## src/rtl/hazard_stall_controller.sv

```systemverilog
// ============================================================================
// Module   : hazard_stall_controller
// Brief    : Load-use stall, multi-cycle EX hold and taken-branch flush control
//            for a 5-stage MIPS pipe. Optional HAZARD_PERF_CNT_EN adds stall_cycles.
// Revision : 1.0  initial release
// ============================================================================
`default_nettype none

module hazard_stall_controller #(
    parameter int MC_LATENCY = 4,
    parameter int CNT_W      = 16
) (
    input  logic             clk,
    input  logic             rst_n,
    input  logic             ID_EX_MemRead,
    input  logic [4:0]       ID_EX_RegisterRt,
    input  logic [4:0]       IF_ID_RegisterRs,
    input  logic [4:0]       IF_ID_RegisterRt,
    input  logic             mc_start,
    input  logic             branch_taken,
    output logic             PCWrite,
    output logic             IF_ID_Write,
    output logic             ID_EX_Write,
    output logic             ID_EX_Bubble,
    output logic             EX_MEM_Bubble,
`ifdef HAZARD_PERF_CNT_EN
    output logic             IF_ID_Flush,
    output logic [CNT_W-1:0] stall_cycles
`else
    output logic             IF_ID_Flush
`endif
);

    typedef enum logic [0:0] {
        RUN     = 1'b0,
        MC_BUSY = 1'b1
    } state_t;

    localparam bit         c_MC_EN    = (MC_LATENCY >= 2);
    localparam logic [7:0] c_CNT_INIT = c_MC_EN ? 8'(MC_LATENCY - 2) : 8'd0;

    if (MC_LATENCY < 1 || MC_LATENCY > 255 || CNT_W < 1) begin : g_param_check
        $error("hazard_stall_controller: MC_LATENCY must be 1..255 and CNT_W >= 1");
    end

    state_t     r_state, w_next_state;
    logic [7:0] r_cnt, w_next_cnt;
    logic       w_lu;

    assign w_lu = ID_EX_MemRead && (ID_EX_RegisterRt != 5'd0) &&
                  ((ID_EX_RegisterRt == IF_ID_RegisterRs) ||
                   (ID_EX_RegisterRt == IF_ID_RegisterRt));

    always_ff @(posedge clk or negedge rst_n) begin
        if (!rst_n) begin
            r_state <= RUN;
            r_cnt   <= 8'd0;
        end else begin
            r_state <= w_next_state;
            r_cnt   <= w_next_cnt;
        end
    end

    always_comb begin
        w_next_state  = r_state;
        w_next_cnt    = r_cnt;
        PCWrite       = 1'b1;
        IF_ID_Write   = 1'b1;
        ID_EX_Write   = 1'b1;
        ID_EX_Bubble  = 1'b0;
        EX_MEM_Bubble = 1'b0;
        IF_ID_Flush   = 1'b0;

        if (!rst_n) begin
            PCWrite      = 1'b0;
            IF_ID_Write  = 1'b0;
            ID_EX_Write  = 1'b0;
            ID_EX_Bubble = 1'b1;
        end else if (r_state == MC_BUSY && r_cnt != 8'd0) begin
            // EX still owns the mc op: freeze the front end, branch is not yet real
            PCWrite       = 1'b0;
            IF_ID_Write   = 1'b0;
            ID_EX_Write   = 1'b0;
            EX_MEM_Bubble = 1'b1;
            w_next_cnt    = r_cnt - 8'd1;
        end else begin
            // RUN, or the MC_BUSY release cycle where a new mc_start is not accepted
            if (branch_taken) begin
                IF_ID_Flush  = 1'b1;
                ID_EX_Bubble = 1'b1;
            end else if (mc_start && c_MC_EN && r_state == RUN) begin
                PCWrite       = 1'b0;
                IF_ID_Write   = 1'b0;
                ID_EX_Write   = 1'b0;
                EX_MEM_Bubble = 1'b1;
                w_next_state  = MC_BUSY;
                w_next_cnt    = c_CNT_INIT;
            end else if (w_lu) begin
                PCWrite      = 1'b0;
                IF_ID_Write  = 1'b0;
                ID_EX_Bubble = 1'b1;
            end
            if (r_state == MC_BUSY) begin
                w_next_state = RUN;
            end
        end
    end

`ifdef HAZARD_PERF_CNT_EN
    logic [CNT_W-1:0] r_stall_cnt;

    always_ff @(posedge clk or negedge rst_n) begin
        if (!rst_n) begin
            r_stall_cnt <= '0;
        end else if (!PCWrite && (r_stall_cnt != {CNT_W{1'b1}})) begin
            r_stall_cnt <= r_stall_cnt + CNT_W'(1);
        end
    end

    assign stall_cycles = r_stall_cnt;
`endif

endmodule

`default_nettype wire

```

## config.mk

```make
export PLATFORM = sky130hd
export DESIGN_NAME = hazard_stall_controller
export DESIGN_NICKNAME = d
export VERILOG_FILES = /design/src/rtl/hazard_stall_controller.sv
export SDC_FILE = /design/constraint.sdc
export NUM_CORES = 1
export LEC_CHECK = 0
export CORE_UTILIZATION = 39
export DETAILED_ROUTE_END_ITERATION = 7
export GPL_TIMING_DRIVEN = 1
export HOLD_SLACK_MARGIN = 0.12
export PLACE_DENSITY = 0.83
export SLEW_MARGIN = 10
export SYNTH_ARGS = -nofsm -noshare
export SYNTH_HDL_FRONTEND = slang
export SYNTH_SLANG_ARGS = --single-unit
```

## constraint.sdc

```tcl
create_clock -name clk -period 1.8 [get_ports clk]
set_input_delay 0.36 -clock clk [delete_from_list [all_inputs] [get_ports clk]]
set_output_delay 0.36 -clock clk [all_outputs]
set_load 0.005 [all_outputs]
```

==> impl_metrics.env <==
export IMPL_synth_area_leaders="dfrtp_1 (31%), xor2_1 (12%), nor2_1 (4.1%)"
export IMPL_syn_nets=102
export IMPL_maxSlewHeadroom=0.8378
export IMPL_worst_pin_slew_ns=0.2399
export IMPL_required_ns=1.44
export IMPL_layout_drive_gt1_share=0.4895
export IMPL_grt_overflow=0
export IMPL_vias_per_cell=5.405
export IMPL_numCtsBuffers=3
export IMPL_synth_most_common_cell="xor2_1"
export IMPL_io_pins=26
export IMPL_placed_cells=150
export IMPL_grt_max_degree=19
export IMPL_worst_hold_slack_ns=0.6554
export IMPL_synthDominantCellAreaShare=0.3098
export IMPL_drc_errors=0
export IMPL_power_share_clock=0.100
export IMPL_cts_buffer_depth=2
export IMPL_clk_pin_slew_ns=0.07
export IMPL_violations="negative setup slack"
export IMPL_fin_ws_ns=-0.3784
export IMPL_antenna_cells=0
export IMPL_layout_nets=166
export IMPL_critPathSlowestCell="dfrtp_1"
export IMPL_die_h_um=45.18
export IMPL_wl_per_cell_um=15.51
export IMPL_dpl_hpwl_um=1622
export IMPL_cts_tree="built"
export IMPL_grt_antenna_before_repair=0
export IMPL_cts_sinks=9
export IMPL_yosys_warnings=0
export IMPL_layout_min_cycle_time_ns=2.178
export IMPL_postSynthCellCount=80
export IMPL_powerDensity_nw_per_um2=1286
export IMPL_end_kind="output port"
export IMPL_totalWireLength_um=2606
export IMPL_htree_levels=1
export IMPL_firstDrtPassIters=4
export IMPL_drtIter0Drc=13
export IMPL_area_growth_pct=89.50
export IMPL_slew_violations=0
export IMPL_p_comb_frac=0.683
export IMPL_rsz0062_at_grt="yes"
export IMPL_synth_cell_type_count=40
export IMPL_synth_commonest_cells="xor2_1 (10), dfrtp_1 (9), nor2_1 (8), nand2_1 (5)"
export IMPL_path_cells="nor4_2 -> buf_4 -> a21bo_4 -> buf_6 -> nand2_4 -> o311ai_4 -> buf_2"
export IMPL_coreArea_sq_um=1745
export IMPL_synth_ff_type="dfrtp_1"
export IMPL_dieArea_sq_um=2041
export IMPL_synth_edf_count=0
export IMPL_slowest_delay_ns=0.42
export IMPL_holdCritPathClass="in -> async"
export IMPL_cp_start_kind="flop"
export IMPL_ys_seq_elements=9
export IMPL_drv_cap=0
export IMPL_r2r_worst_path_cells=5
export IMPL_final_antenna_net_count=0
export IMPL_finClkSkew_ns=0.005549
export IMPL_p_leak_nw=0.6284
export IMPL_pre_cts_ws_ns=-0.8262
export IMPL_via_count=908
export IMPL_initial_core_util=0.4165
export IMPL_fmax_mhz=459.1
export IMPL_rows=15
export IMPL_switching_power_mw=0.6947
export IMPL_gp_congestion=0.7497
export IMPL_worstPathArrival_ns=1.82
export IMPL_synth_yosys_seq_area_share=0.3098
export IMPL_p_int_mw=1.077
export IMPL_critPathMaxFanout=2
export IMPL_ir_worst_vdd_uv=792.4
export IMPL_switching_share=0.3921
export IMPL_min_period_over_period=1.210
export IMPL_finalPower_mw=1.772
export IMPL_hold_viol=0
export IMPL_grt_pass1_wl_um=3877
export IMPL_status="complete, but fails checks"
export IMPL_instances_no_fill=168
export IMPL_worstSetupPathType="reg -> out"
export IMPL_setup_viol=6
export IMPL_fp_dieW_um=45.18
export IMPL_yosysTopAreaCell="dfrtp_1"
export IMPL_syn_cell_area_sq_um=726.9
export IMPL_synth_area_per_cell_sq_um=9.087
export IMPL_port_buffers=25
export IMPL_grt_pass1_vias=870
export IMPL_grt_usage=0.2803
export IMPL_root_buffer="clkbuf_4"
export IMPL_seqPwrFrac=0.217
export IMPL_worstSkewPairLatency_ns=0.29
export IMPL_synth_async_reset_ratio=1.000
[cells by family after synthesis]
family | synth area share
compound gates | 0.2083
xor+xnor | 0.1205
fa+ha+maj | 0.03442
buf+inv | 0.02582
flops | 0.3098
simple gates | 0.3012
[flip-flops by register name (all words and copies together) (netlist names)]
name,cells
r_cnt,8
r_state,1
[per-layer routing]
layer | GRT usage | share of wire | wire length (um)
met2 | 0.4986 | 0.52 | 1350
met1 | 0.2774 | 0.36 | 940
met4 | 0.1939 | 0.056 | 145
met3 | 0.08000 | 0.065 | 170
met5 | 0 | 0 | 0
[cells in the final DEF, fill, tap and decap left out, drive strengths merged, types with 3 or more instances in the layout]
| cell type | synthesis | layout |
|---|---|---|
| buf | 1 | 42 |
| dlygate4sd2 | 0 | 12 |
| xor2 | 10 | 10 |
| dfrtp | 9 | 9 |
| nor2 | 8 | 8 |
| clkdlybuf4s50 | 0 | 7 |
| nand2 | 6 | 6 |
| nor3 | 5 | 5 |
| clkbuf | 1 | 4 |
| o21ai | 4 | 4 |
| a22o | 3 | 3 |
| nor3b | 3 | 3 |
| a21oi | 3 | 3 |
[power groups by stage]
stage / Sequential (mW) / Combinational [mW] / Clock [mW]
2_1_floorplan: 0.398 / 0.418 / 0
3_3_place_gp: 0.367 / 0.860 / 0
3_5_place_dp: 0.381 / 0.887 / 0
4_1_cts: 0.377 / 1.07 / 0.169
5_1_grt: 0.398 / 1.29 / 0.189
6_report: 0.385 / 1.21 / 0.177
[critical path, delay by kind of cell (launching register included)]
family,cells,cell delay (ns)
AOI/OAI and AO/OA,2,0.33
and+or+nand+nor,2,0.35
buffers and inverters,3,0.43
DFF,1,0.42
[per-stage QoR]
step / utilization / cell area (sq um) / setup TNS, ns
5_1_grt: 0.7892 / 1378 / -2.484
4_1_cts: 0.7541 / 1316 / -1.851
3_5_place_dp: 0.6695 / 1169 / -4.836
3_3_place_gp: 0.6695 / 1169 / -4.637
6_report: 0.7892 / 1378 / -2.008
2_1_floorplan: - / 733.2 / 0
[worst paths after layout]
kind                           from      endpoint  slack [ns]
max                        r_cnt[2]  ID_EX_Bubble       -0.38
min                           rst_n       r_state        0.66
max reg2reg                r_cnt[5]      r_cnt[6]        0.02
min reg2reg                r_cnt[7]      r_cnt[7]        0.67
max in group asynchronous     rst_n      r_cnt[7]        0.96
min in group clk           r_cnt[7]      r_cnt[7]        0.67
[repair_timing]
item | 4_1_cts | 5_1_grt
endpoints found under the hold margin | 0 | 0
setup buffers | 12 | 4
hold buffers | 0 | 0
setup endpoints to repair | 6 | 10
pin swaps | 11 | 4
resized for setup | 55 | 10
[cell type report]
cell class	count	area, sq um
Clock buffer	4	26.28
Fill cell	105	367.9
Inverter	2	7.507
Multi-Input combinational cell	67	588.1
Sequential cell	9	225.2
Tap cell	25	31.28
Timing Repair Buffer	61	499.2
Note: power is estimated with default switching activity, not from simulation.
